### src/rtl/pipeline_stall_controller_pkg.sv
// Shared types and instruction-field positions for the pipeline stall/flush controller.
package pipe_ctrl_pkg;

    typedef enum logic [0:0] {
        RUN      = 1'b0,
        MEM_WAIT = 1'b1
    } state_t;

    localparam int RS1_MSB = 19;
    localparam int RS1_LSB = 15;
    localparam int RS2_MSB = 24;
    localparam int RS2_LSB = 20;

endpackage

### src/rtl/pipeline_stall_controller_load_use_detect.sv
// Combinational load-use hazard comparator between the EX load and the ID source registers.
module load_use_detect
    import pipe_ctrl_pkg::*;
(
    input  logic [31:0] i_id_inst,
    input  logic        i_ex_memread,
    input  logic [4:0]  i_ex_rd,
    output logic        o_luh
);

    logic [4:0] w_rs1;
    logic [4:0] w_rs2;
    logic       w_unused_inst_bits;

    assign w_rs1 = i_id_inst[RS1_MSB:RS1_LSB];
    assign w_rs2 = i_id_inst[RS2_MSB:RS2_LSB];
    assign w_unused_inst_bits = ^{i_id_inst[31:25], i_id_inst[14:0]};

    // x0 is hardwired to zero, so a load targeting it never creates a dependency
    assign o_luh = i_ex_memread && (i_ex_rd != 5'd0) &&
                   ((i_ex_rd == w_rs1) || (i_ex_rd == w_rs2));

endmodule

### src/rtl/pipeline_stall_controller.sv
// Prioritised stall/flush sequencer for the 5-stage pipeline with saturating perf counters.
module pipeline_stall_controller
    import pipe_ctrl_pkg::*;
#(
    parameter int MAX_WAIT = 255,
    parameter int CNT_W    = 32
)
(
    input  logic             clk,
    input  logic             rst_n,
    input  logic [31:0]      id_inst,
    input  logic             ex_memread,
    input  logic [4:0]       ex_rd,
    input  logic             ex_branch_taken,
    input  logic             mem_req,
    input  logic             mem_ready,
    output logic             pc_we,
    output logic             ifid_we,
    output logic             idex_we,
    output logic             exmem_we,
    output logic             ifid_flush,
    output logic             idex_flush,
    output logic             memwb_bubble,
    output logic             mem_timeout,
    output logic [CNT_W-1:0] stall_cycles,
    output logic [CNT_W-1:0] flush_count
);

    localparam int                WAIT_W   = $clog2(MAX_WAIT + 1);
    localparam logic [WAIT_W-1:0] WAIT_MAX = WAIT_W'(MAX_WAIT);

    state_t             r_state;
    logic               r_br_pend;
    logic [WAIT_W-1:0]  r_wait_cnt;
    logic               r_mem_timeout;
    logic [CNT_W-1:0]   r_stall_cycles;
    logic [CNT_W-1:0]   r_flush_count;

    logic               w_luh;
    logic               w_freeze;
    logic               w_flush;

    function automatic logic [CNT_W-1:0] sat_inc(input logic [CNT_W-1:0] v);
        return (&v) ? v : v + CNT_W'(1);
    endfunction

    load_use_detect u_load_use_detect (
        .i_id_inst    (id_inst),
        .i_ex_memread (ex_memread),
        .i_ex_rd      (ex_rd),
        .o_luh        (w_luh)
    );

    // A freeze in RUN is the first wait cycle; in MEM_WAIT it lasts until ready
    assign w_freeze = (r_state == RUN) ? (mem_req && !mem_ready) : !mem_ready;
    assign w_flush  = !w_freeze && (ex_branch_taken || r_br_pend);

    always_comb begin
        pc_we        = 1'b1;
        ifid_we      = 1'b1;
        idex_we      = 1'b1;
        exmem_we     = 1'b1;
        ifid_flush   = 1'b0;
        idex_flush   = 1'b0;
        memwb_bubble = 1'b0;
        if (!rst_n) begin
            pc_we        = 1'b0;
            ifid_we      = 1'b0;
            idex_we      = 1'b0;
            exmem_we     = 1'b0;
            ifid_flush   = 1'b1;
            idex_flush   = 1'b1;
            memwb_bubble = 1'b1;
        end else if (w_freeze) begin
            pc_we        = 1'b0;
            ifid_we      = 1'b0;
            idex_we      = 1'b0;
            exmem_we     = 1'b0;
            memwb_bubble = 1'b1;
        end else if (w_flush) begin
            // The ID instruction is discarded, so any load-use hit is moot
            ifid_flush   = 1'b1;
            idex_flush   = 1'b1;
        end else if (w_luh) begin
            pc_we        = 1'b0;
            ifid_we      = 1'b0;
            idex_flush   = 1'b1;
        end
    end

    always_ff @(posedge clk or negedge rst_n) begin
        if (!rst_n) begin
            r_state        <= RUN;
            r_br_pend      <= 1'b0;
            r_wait_cnt     <= '0;
            r_mem_timeout  <= 1'b0;
            r_stall_cycles <= '0;
            r_flush_count  <= '0;
        end else begin
            r_state   <= w_freeze ? MEM_WAIT : RUN;
            // A branch resolved during a freeze is held until the freeze ends
            r_br_pend <= w_freeze ? (r_br_pend || ex_branch_taken) : 1'b0;
            if (!w_freeze) begin
                r_wait_cnt <= '0;
            end else if (r_wait_cnt != WAIT_MAX) begin
                r_wait_cnt <= r_wait_cnt + WAIT_W'(1);
            end
            if ((r_state == MEM_WAIT) && (r_wait_cnt == WAIT_MAX)) begin
                r_mem_timeout <= 1'b1;
            end
            if (!pc_we) begin
                r_stall_cycles <= sat_inc(r_stall_cycles);
            end
            if (w_flush) begin
                r_flush_count <= sat_inc(r_flush_count);
            end
        end
    end

    assign mem_timeout  = r_mem_timeout;
    assign stall_cycles = r_stall_cycles;
    assign flush_count  = r_flush_count;

endmodule

### config.mk
export PLATFORM = sky130hd
export DESIGN_NAME = pipeline_stall_controller
export DESIGN_NICKNAME = d
export VERILOG_FILES = /design/src/rtl/pipeline_stall_controller_pkg.sv /design/src/rtl/pipeline_stall_controller_load_use_detect.sv /design/src/rtl/pipeline_stall_controller.sv
export SDC_FILE = /design/constraint.sdc
export NUM_CORES = 1
export LEC_CHECK = 0
export BUFFER_PORTS_ARGS = -buffer_cell sky130_fd_sc_hd__buf_2
export CAP_MARGIN = 25
export CELL_PAD_IN_SITES_DETAIL_PLACEMENT = 0
export CELL_PAD_IN_SITES_GLOBAL_PLACEMENT = 1
export CORE_UTILIZATION = 40
export DETAILED_ROUTE_END_ITERATION = 8
export GPL_ROUTABILITY_DRIVEN = 1
export PLACE_DENSITY = 0.79
export SLEW_MARGIN = 20
export SYNTH_ARGS = -nofsm -noshare
export SYNTH_HDL_FRONTEND = slang
export SYNTH_SLANG_ARGS = --single-unit
### constraint.sdc
create_clock -name clk -period 2.5 [get_ports clk]
set_input_delay 0.125 -clock clk [delete_from_list [all_inputs] [get_ports clk]]
set_output_delay 0.125 -clock clk [all_outputs]
set_load 0.005 [all_outputs]
==> flow_metrics.tcl, run 1 <==
set metrics [dict create \
    outcome "complete, no violations" \
    grt_usage_pct 17.83 \
    fillCellCount 933 \
    maxCapViolations 0 \
    power_density_mw_per_mm2 594.0 \
    antenna_found_initial 0 \
    yosysTopAreaCellShare_pct 47.91 \
    post_cts_buffers 0 \
    die_w_um 101.0 \
    insertion_delay_ns 0.34 \
    pin_count 115 \
    drt-pass1-iter-count 4 \
    via_per_inst 5.060 \
    final_cells 585 \
    drc 0 \
    dieArea_mm2 0.01019 \
    synth_common_cells "dfrtp_1, xnor2_1, nand3_1, nand4_1, nand2_1" \
    vias 2960 \
    wire_per_inst_um 14.14 \
    post-route-period-util_pct 84.13 \
    dpl.cell_count 568 \
    die_h_um 101.0 \
    min_path_type "primary input to register" \
    endpoint_kind "register" \
    syn_inst 352 \
    synthToLayoutAreaGrowth_pct 19.93 \
    rsz0062_at_grt "no" \
    synth-async-reset-ratio_pct 100.0 \
    dp_hpwl_mm 6.039 \
    finalHoldViolCount 0 \
    cp_max_fo 10 \
    grt.overflow.total 0 \
    coreArea_mm2 0.009371 \
    postCtsResizedCells 0 \
    grt_pass1_wl_mm 14.25 \
    cts_tree "built" \
    cts-root-buf "clkbuf_8" \
    routed_wl_mm 8.269 \
    syn_nets 398 \
    yosysUniqueCellTypes 49 \
    peakVddDrop_mv 0.5114 \
    rows 35 \
    port_buffers 92 \
    min_period_ns 2.103 \
    crit_path_start_kind "register" \
    cts_sinks 75 \
    syn_area_mm2 0.003918 \
    drive_gt1_share_pct 32.24 \
    relSlewSlack_pct 49.98 \
    yosys_warnings 0 \
    fin_worst_skew_ns 0.01252 \
    fmax_ghz 0.4754 \
    clk_pin_slew_ns 0.07 \
    yosysMostFrequentCell "dfrtp_1" \
    synth_area_leaders "dfrtp_1, xnor2_1, nand4_1, nand3_2, xor2_1" \
    path_class "register to register" \
    critPathRequiredTime_ns 2.76 \
    setup_tns_ns 0 \
    worst-slew-pin-transition_ns 0.7503 \
    crit_arrival_ns 2.36 \
    grt_max_degree 61 \
    fin_hold_ws_ns 0.05461 \
    ant_nets 0 \
    insertedDiodeCount 0 \
    syn_area_per_cell_um2 11.13 \
    finalSetupViolCount 0 \
    finalNetCount 497 \
    ctsLongestPathBuffers 2 \
    synth_seq_cells 75 \
    cts_buffers 9 \
    htree_levels 3 \
    synth_flop_cell "dfrtp_1" \
    synth_enable_flop_cells 0 \
    finalWeightedCongestion 0.7817 \
    leakagePower_nw 2.249 \
    drt_iter0_markers 68 \
    ys_seq_area_share_pct 47.91 \
    first_global_vias 2926 \
    synth_top_area_cell "dfrtp_1" \
    start_util_pct 41.80 \
    slew_violations 0 \
]
==> repair_timing <==
item	CTS	global route
setup endpoints to repair	0	0
endpoints found under the hold margin	17	0
hold buffers	1	0
==> sequential cells by signal, indices dropped and copies added (netlist names) <==
signal	cells
flush_count	32
mem_timeout	1
r_br_pend	1
r_state	1
r_wait_cnt	8
stall_cycles	32
==> cells by family (layout without fill, tap and decap cells) <==
| group | count (synthesis) | after routing | synth area share (%) |
|---|---|---|---|
| simple gates | 164 | 164 | 28.36 |
| xor+xnor | 76 | 76 | 16.99 |
| flops | 75 | 75 | 47.91 |
| buf+inv | 18 | 122 | 2.682 |
| compound gates | 13 | 13 | 2.268 |
| fa+ha+maj | 3 | 3 | 0.9583 |
| mux | 3 | 3 | 0.8304 |
==> worst paths after layout <==
check	start	end	slack, ns	cells past startpoint
max	r_state	flush_count[8]	0.40	7
min	ex_branch_taken	r_br_pend	0.05	3
max reg2reg	r_state	flush_count[8]	0.40	7
min reg2reg	stall_cycles[16]	stall_cycles[16]	0.49	1
max in group asynchronous	rst_n	r_wait_cnt[2]	1.26	3
min in group asynchronous	rst_n	stall_cycles[4]	0.20	2
==> area by class of cell <==
| class | instances | area, um2 | share of cell area [%] |
|---|---|---|---|
| multi-input combinational | 259 | 1936 | 41.20 |
| sequential | 75 | 1877 | 39.95 |
| inverter | 5 | 18.77 | 0.3995 |
| timing repair buffer | 101 | 533.0 | 11.34 |
| clock buffer | 14 | 162.7 | 3.462 |
| clock inverter | 2 | 10.01 | 0.2130 |
| tap | 129 | 161.4 | 3.435 |
==> metal layers <==
layer	GRT usage, %	routed length (um)	share of wire, %
met2	28.71	3909	47
met3	4.092	309	3.7
met5	0	0	0
met4	5.128	76	0.92
met1	24.03	3974	48
==> cell usage in the layout (no fill, tap or decap), types with 2 or more instances in the layout <==
| cell | n |
|---|---|
| a21oi_1 | 3 |
| and2_1 | 5 |
| and3_1 | 18 |
| and4_1 | 12 |
| buf_2 | 91 |
| buf_4 | 9 |
| clkbuf_1 | 3 |
| clkbuf_8 | 11 |
| clkinv_2 | 2 |
| dfrtp_1 | 75 |
| ha_1 | 3 |
| inv_1 | 4 |
| nand2_1 | 20 |
| nand3_1 | 22 |
| nand3_2 | 13 |
| nand3b_1 | 4 |
| nand4_1 | 22 |
| nand4_2 | 7 |
| nand4_4 | 2 |
| nor2_1 | 19 |
| nor2b_1 | 2 |
| nor3_1 | 3 |
| nor3_2 | 4 |
| o21ai_0 | 2 |
| xnor2_1 | 62 |
| xor2_1 | 14 |
==> worst max-delay path: stages (launching register included) <==
cell	delay (ns)
dfrtp_1	0.38
o21bai_1	0.33
o21ai_0	0.15
buf_4	0.18
a31oi_2	0.46
nand2_1	0.21
nor2_1	0.16
xor2_1	0.16
==> report_power, final <==
group	internal [mW]	switching (mW)	leakage, nW	total, mW
combinational	0.244	0.222	1.16	0.466
sequential	1.33	0.157	0.997	1.49
clock	0.414	0.424	0.0905	0.838
==> stage by stage <==
step	cell area, um2	util (%)	setup slack [ns]	power (mW)
after floorplan	3918	-	0.7009	1.750
after global placement	4516	48.18	0.4250	1.961
after detailed placement	4516	48.18	0.3504	1.983
after CTS	4698	50.13	0.3311	2.842
after global routing	4698	50.13	0.1301	2.962
final	4698	50.13	0.3967	2.791
Note: power is estimated with default switching activity, not from simulation.
==> run 2: changes to the inputs <==
Settings changed: ABC_AREA set to 1, CORE_UTILIZATION 40 to 38, PLACE_DENSITY 0.79 to 0.8.
Clock period 2.5 ns to 2 ns, I/O delays scaled along.
==> run 2 against run 1 <==
Against the previous run: flip-flop and latch count stayed put; critical endpoint is now stall_cycles[7]; die area is 31% higher; sequential share of layout area is 9.2 points lower; design area is 30% higher; power is 55% higher; register-to-register slack worse by 0.23 ns; via count is 72% higher; non-clock buffer count is 32 higher.
==> flow_metrics.tcl, run 2 <==
set metrics [dict create \
    outcome "complete, no violations" \
    finalWeightedCongestion 0.8956 \
    synth_area_leaders "dfrtp_1, nand2_1, nand3_1, nor2_1, xor2_1" \
    port_buffers 92 \
    htree_levels 3 \
    insertion_delay_ns 0.34 \
    finalHoldViolCount 0 \
    min_period_ns 1.837 \
    power_density_mw_per_mm2 706.4 \
    fillCellCount 1331 \
    ant_nets 0 \
    r2r_start "stall_cycles[0]" \
    syn_nets 773 \
    drc 0 \
    dp_hpwl_mm 10.58 \
    critPathCapture "stall_cycles[7]" \
    synthToLayoutAreaGrowth_pct 24.95 \
    yosys_warnings 0 \
    clk_pin_slew_ns 0.06 \
    r2r_cells 10 \
    crit_arrival_ns 2.11 \
    path_class "register to register" \
    finalSetupViolCount 0 \
    grt_max_degree 76 \
    finalNetCount 899 \
    drt-pass1-iter-count 5 \
    critPathRequiredTime_ns 2.28 \
    layout_commonest_cell "nand2_1" \
    relSlewSlack_pct 72.33 \
    peakVddDrop_mv 0.3677 \
    ys_seq_area_share_pct 38.38 \
    synth_seq_cells 75 \
    dieArea_mm2 0.01333 \
    cp-startpoint "stall_cycles[0]" \
    wire_per_inst_um 13.47 \
    syn_inst 727 \
    yosysTopAreaCellShare_pct 38.38 \
    cts-root-buf "clkbuf_16" \
    cts_tree "built" \
    cp_max_fo 20 \
    drive_gt1_share_pct 19.11 \
    rows 41 \
    multi_input_area_mm2 0.002664 \
    drt_iter0_markers 293 \
    maxCapViolations 0 \
    yosysMostFrequentCell "nand2_1" \
    place_area_mm2 0.005768 \
    pin_count 115 \
    slew_violations 0 \
    coreArea_mm2 0.01257 \
    first_global_vias 4711 \
    insertedDiodeCount 0 \
    dp_slack_ns 0.05253 \
    post_cts_buffers 0 \
    routed_wl_mm 13.87 \
    layout.area.seq_mm2 0.001878 \
    via_per_inst 4.942 \
    grt_pass1_wl_mm 22.98 \
    grt_usage_pct 22.15 \
    worst-slew-pin-transition_ns 0.4150 \
    crit_path_start_kind "register" \
    cts_buffers 9 \
    grt.overflow.total 0 \
    die_h_um 115.4 \
    rrSetupSlack_ns 0.16 \
    antenna_found_initial 0 \
    syn_area_mm2 0.004890 \
    design_area_mm2 0.006110 \
    final_cell_mix "nand2_1, buf_2, nor2_1, dfrtp_1, nand3_1" \
    utilization_pct 48.61 \
    synth_top_area_cell "dfrtp_1" \
    yosysUniqueCellTypes 30 \
    start_util_pct 38.90 \
    synth_enable_flop_cells 0 \
    min_path_type "primary input to register" \
    fin_worst_skew_ns 0.004688 \
    synth_flop_cell "dfrtp_1" \
    synth_common_cells "nand2_1, nor2_1, dfrtp_1, inv_1, nand3_1" \
    ctsLongestPathBuffers 2 \
    syn_area_per_cell_um2 6.726 \
    fmax_ghz 0.5442 \
    synth-async-reset-ratio_pct 100.0 \
    endpoint_kind "register" \
    vias 5090 \
    cts_sinks 75 \
    fin_ws_ns 0.1626 \
    die_w_um 115.4 \
    post-route-period-util_pct 91.87 \
    leakagePower_nw 3.213 \
    timing.rr.end "stall_cycles[7]" \
]
[run 2: changes by cell type in the layout (fill, tap and decap cells not counted), sizes merged, moves of 19 or more]
| cell | change |
|---|---|
| nand2 | +269 |
| o21ai | +19 |
| inv | +63 |
| nor2 | +66 |
| buf | +32 |
| nor3 | +21 |
| xnor2 | -52 |
| nand4 | -20 |
| nand3 | +34 |
[run 2: worst min path at each step]
stage / slack [ns] / startpoint / cells past startpoint / endpoint
2_1_floorplan: -0.20 / rst_n / 0 / flush_count[0]
3_3_place_gp: 0.23 / rst_n / 2 / stall_cycles[18]
3_5_place_dp: 0.24 / rst_n / 2 / stall_cycles[18]
4_1_cts: 0.01 / mem_ready / 4 / r_wait_cnt[5]
5_1_grt: 0.06 / mem_ready / 4 / r_wait_cnt[5]
6_report: 0.03 / mem_ready / 4 / r_wait_cnt[5]
[run 2: cell type report]
type | instances | area share (%)
tap | 172 | 3.522
clock buffer | 9 | 3.686
timing repair buffer | 133 | 13.11
sequential | 75 | 30.74
inverter | 68 | 4.219
multi-input combinational | 566 | 43.60
clock inverter | 7 | 1.126
[run 2: critical path, stage by stage (launching register included)]
cell and delay (ns):
dfrtp_1 0.36, ha_2 0.23, nand3_2 0.11, nor2_4 0.15, nand3_2 0.14, nor2_4 0.17
nand4_4 0.13, nand2_2 0.11, buf_6 0.19, nand2_1 0.08, nand2_1 0.08
[run 2: layer usage]
layer | vias up | share of wire [%] | wire, um | global-route usage, %
met3 | 12 | 5.0 | 691 | 3.556
met1 | 2410 | 48 | 6722 | 31.30
met2 | 124 | 45 | 6248 | 34.13
met4 | 0 | 1.5 | 210 | 8.225
li1 | 2544 | - | - | -
met5 | - | 0 | 0 | 0
[run 2: kinds of logic (layout without fill, tap and decap cells)]
| kind of cell | Yosys count | count (layout) | share of synthesized area, % |
|---|---|---|---|
| XOR/XNOR | 42 | 42 | 7.523 |
| flip-flops | 75 | 75 | 38.38 |
| adder cells (fa/ha/maj) | 3 | 3 | 0.7677 |
| AO/OA/AOI/OAI | 29 | 29 | 3.250 |
| AND/OR/NAND/NOR | 492 | 492 | 42.55 |
| buffers and inverters | 86 | 217 | 7.523 |
[run 2: metrics by stage]
step | hold WS (ns) | power, mW | std cells | TNS (ns)
6_report | 0.02952 | 4.316 | 1030 | 0
4_1_cts | 0.01280 | 4.356 | 1030 | 0
3_3_place_gp | 0.2327 | 2.666 | 1013 | 0
3_5_place_dp | 0.2419 | 2.696 | 1013 | 0
2_1_floorplan | -0.1956 | 2.309 | 727 | 0
5_1_grt | 0.05775 | 4.567 | 1030 | -0.01039
[run 2: where the power goes]
group | switching (mW) | internal, mW | total, mW
combinational | 0.460 | 0.371 | 0.831
clock | 0.678 | 0.961 | 1.64
sequential | 0.182 | 1.66 | 1.85
total | 1.32 | 3.00 | 4.32
[run 2: what timing repair did]
item / CTS / global route
setup endpoints to repair: 2 / 55
gates resized for setup: 1 / 12
hold buffers: 1 / 0
hold endpoints to repair: 75 / 0
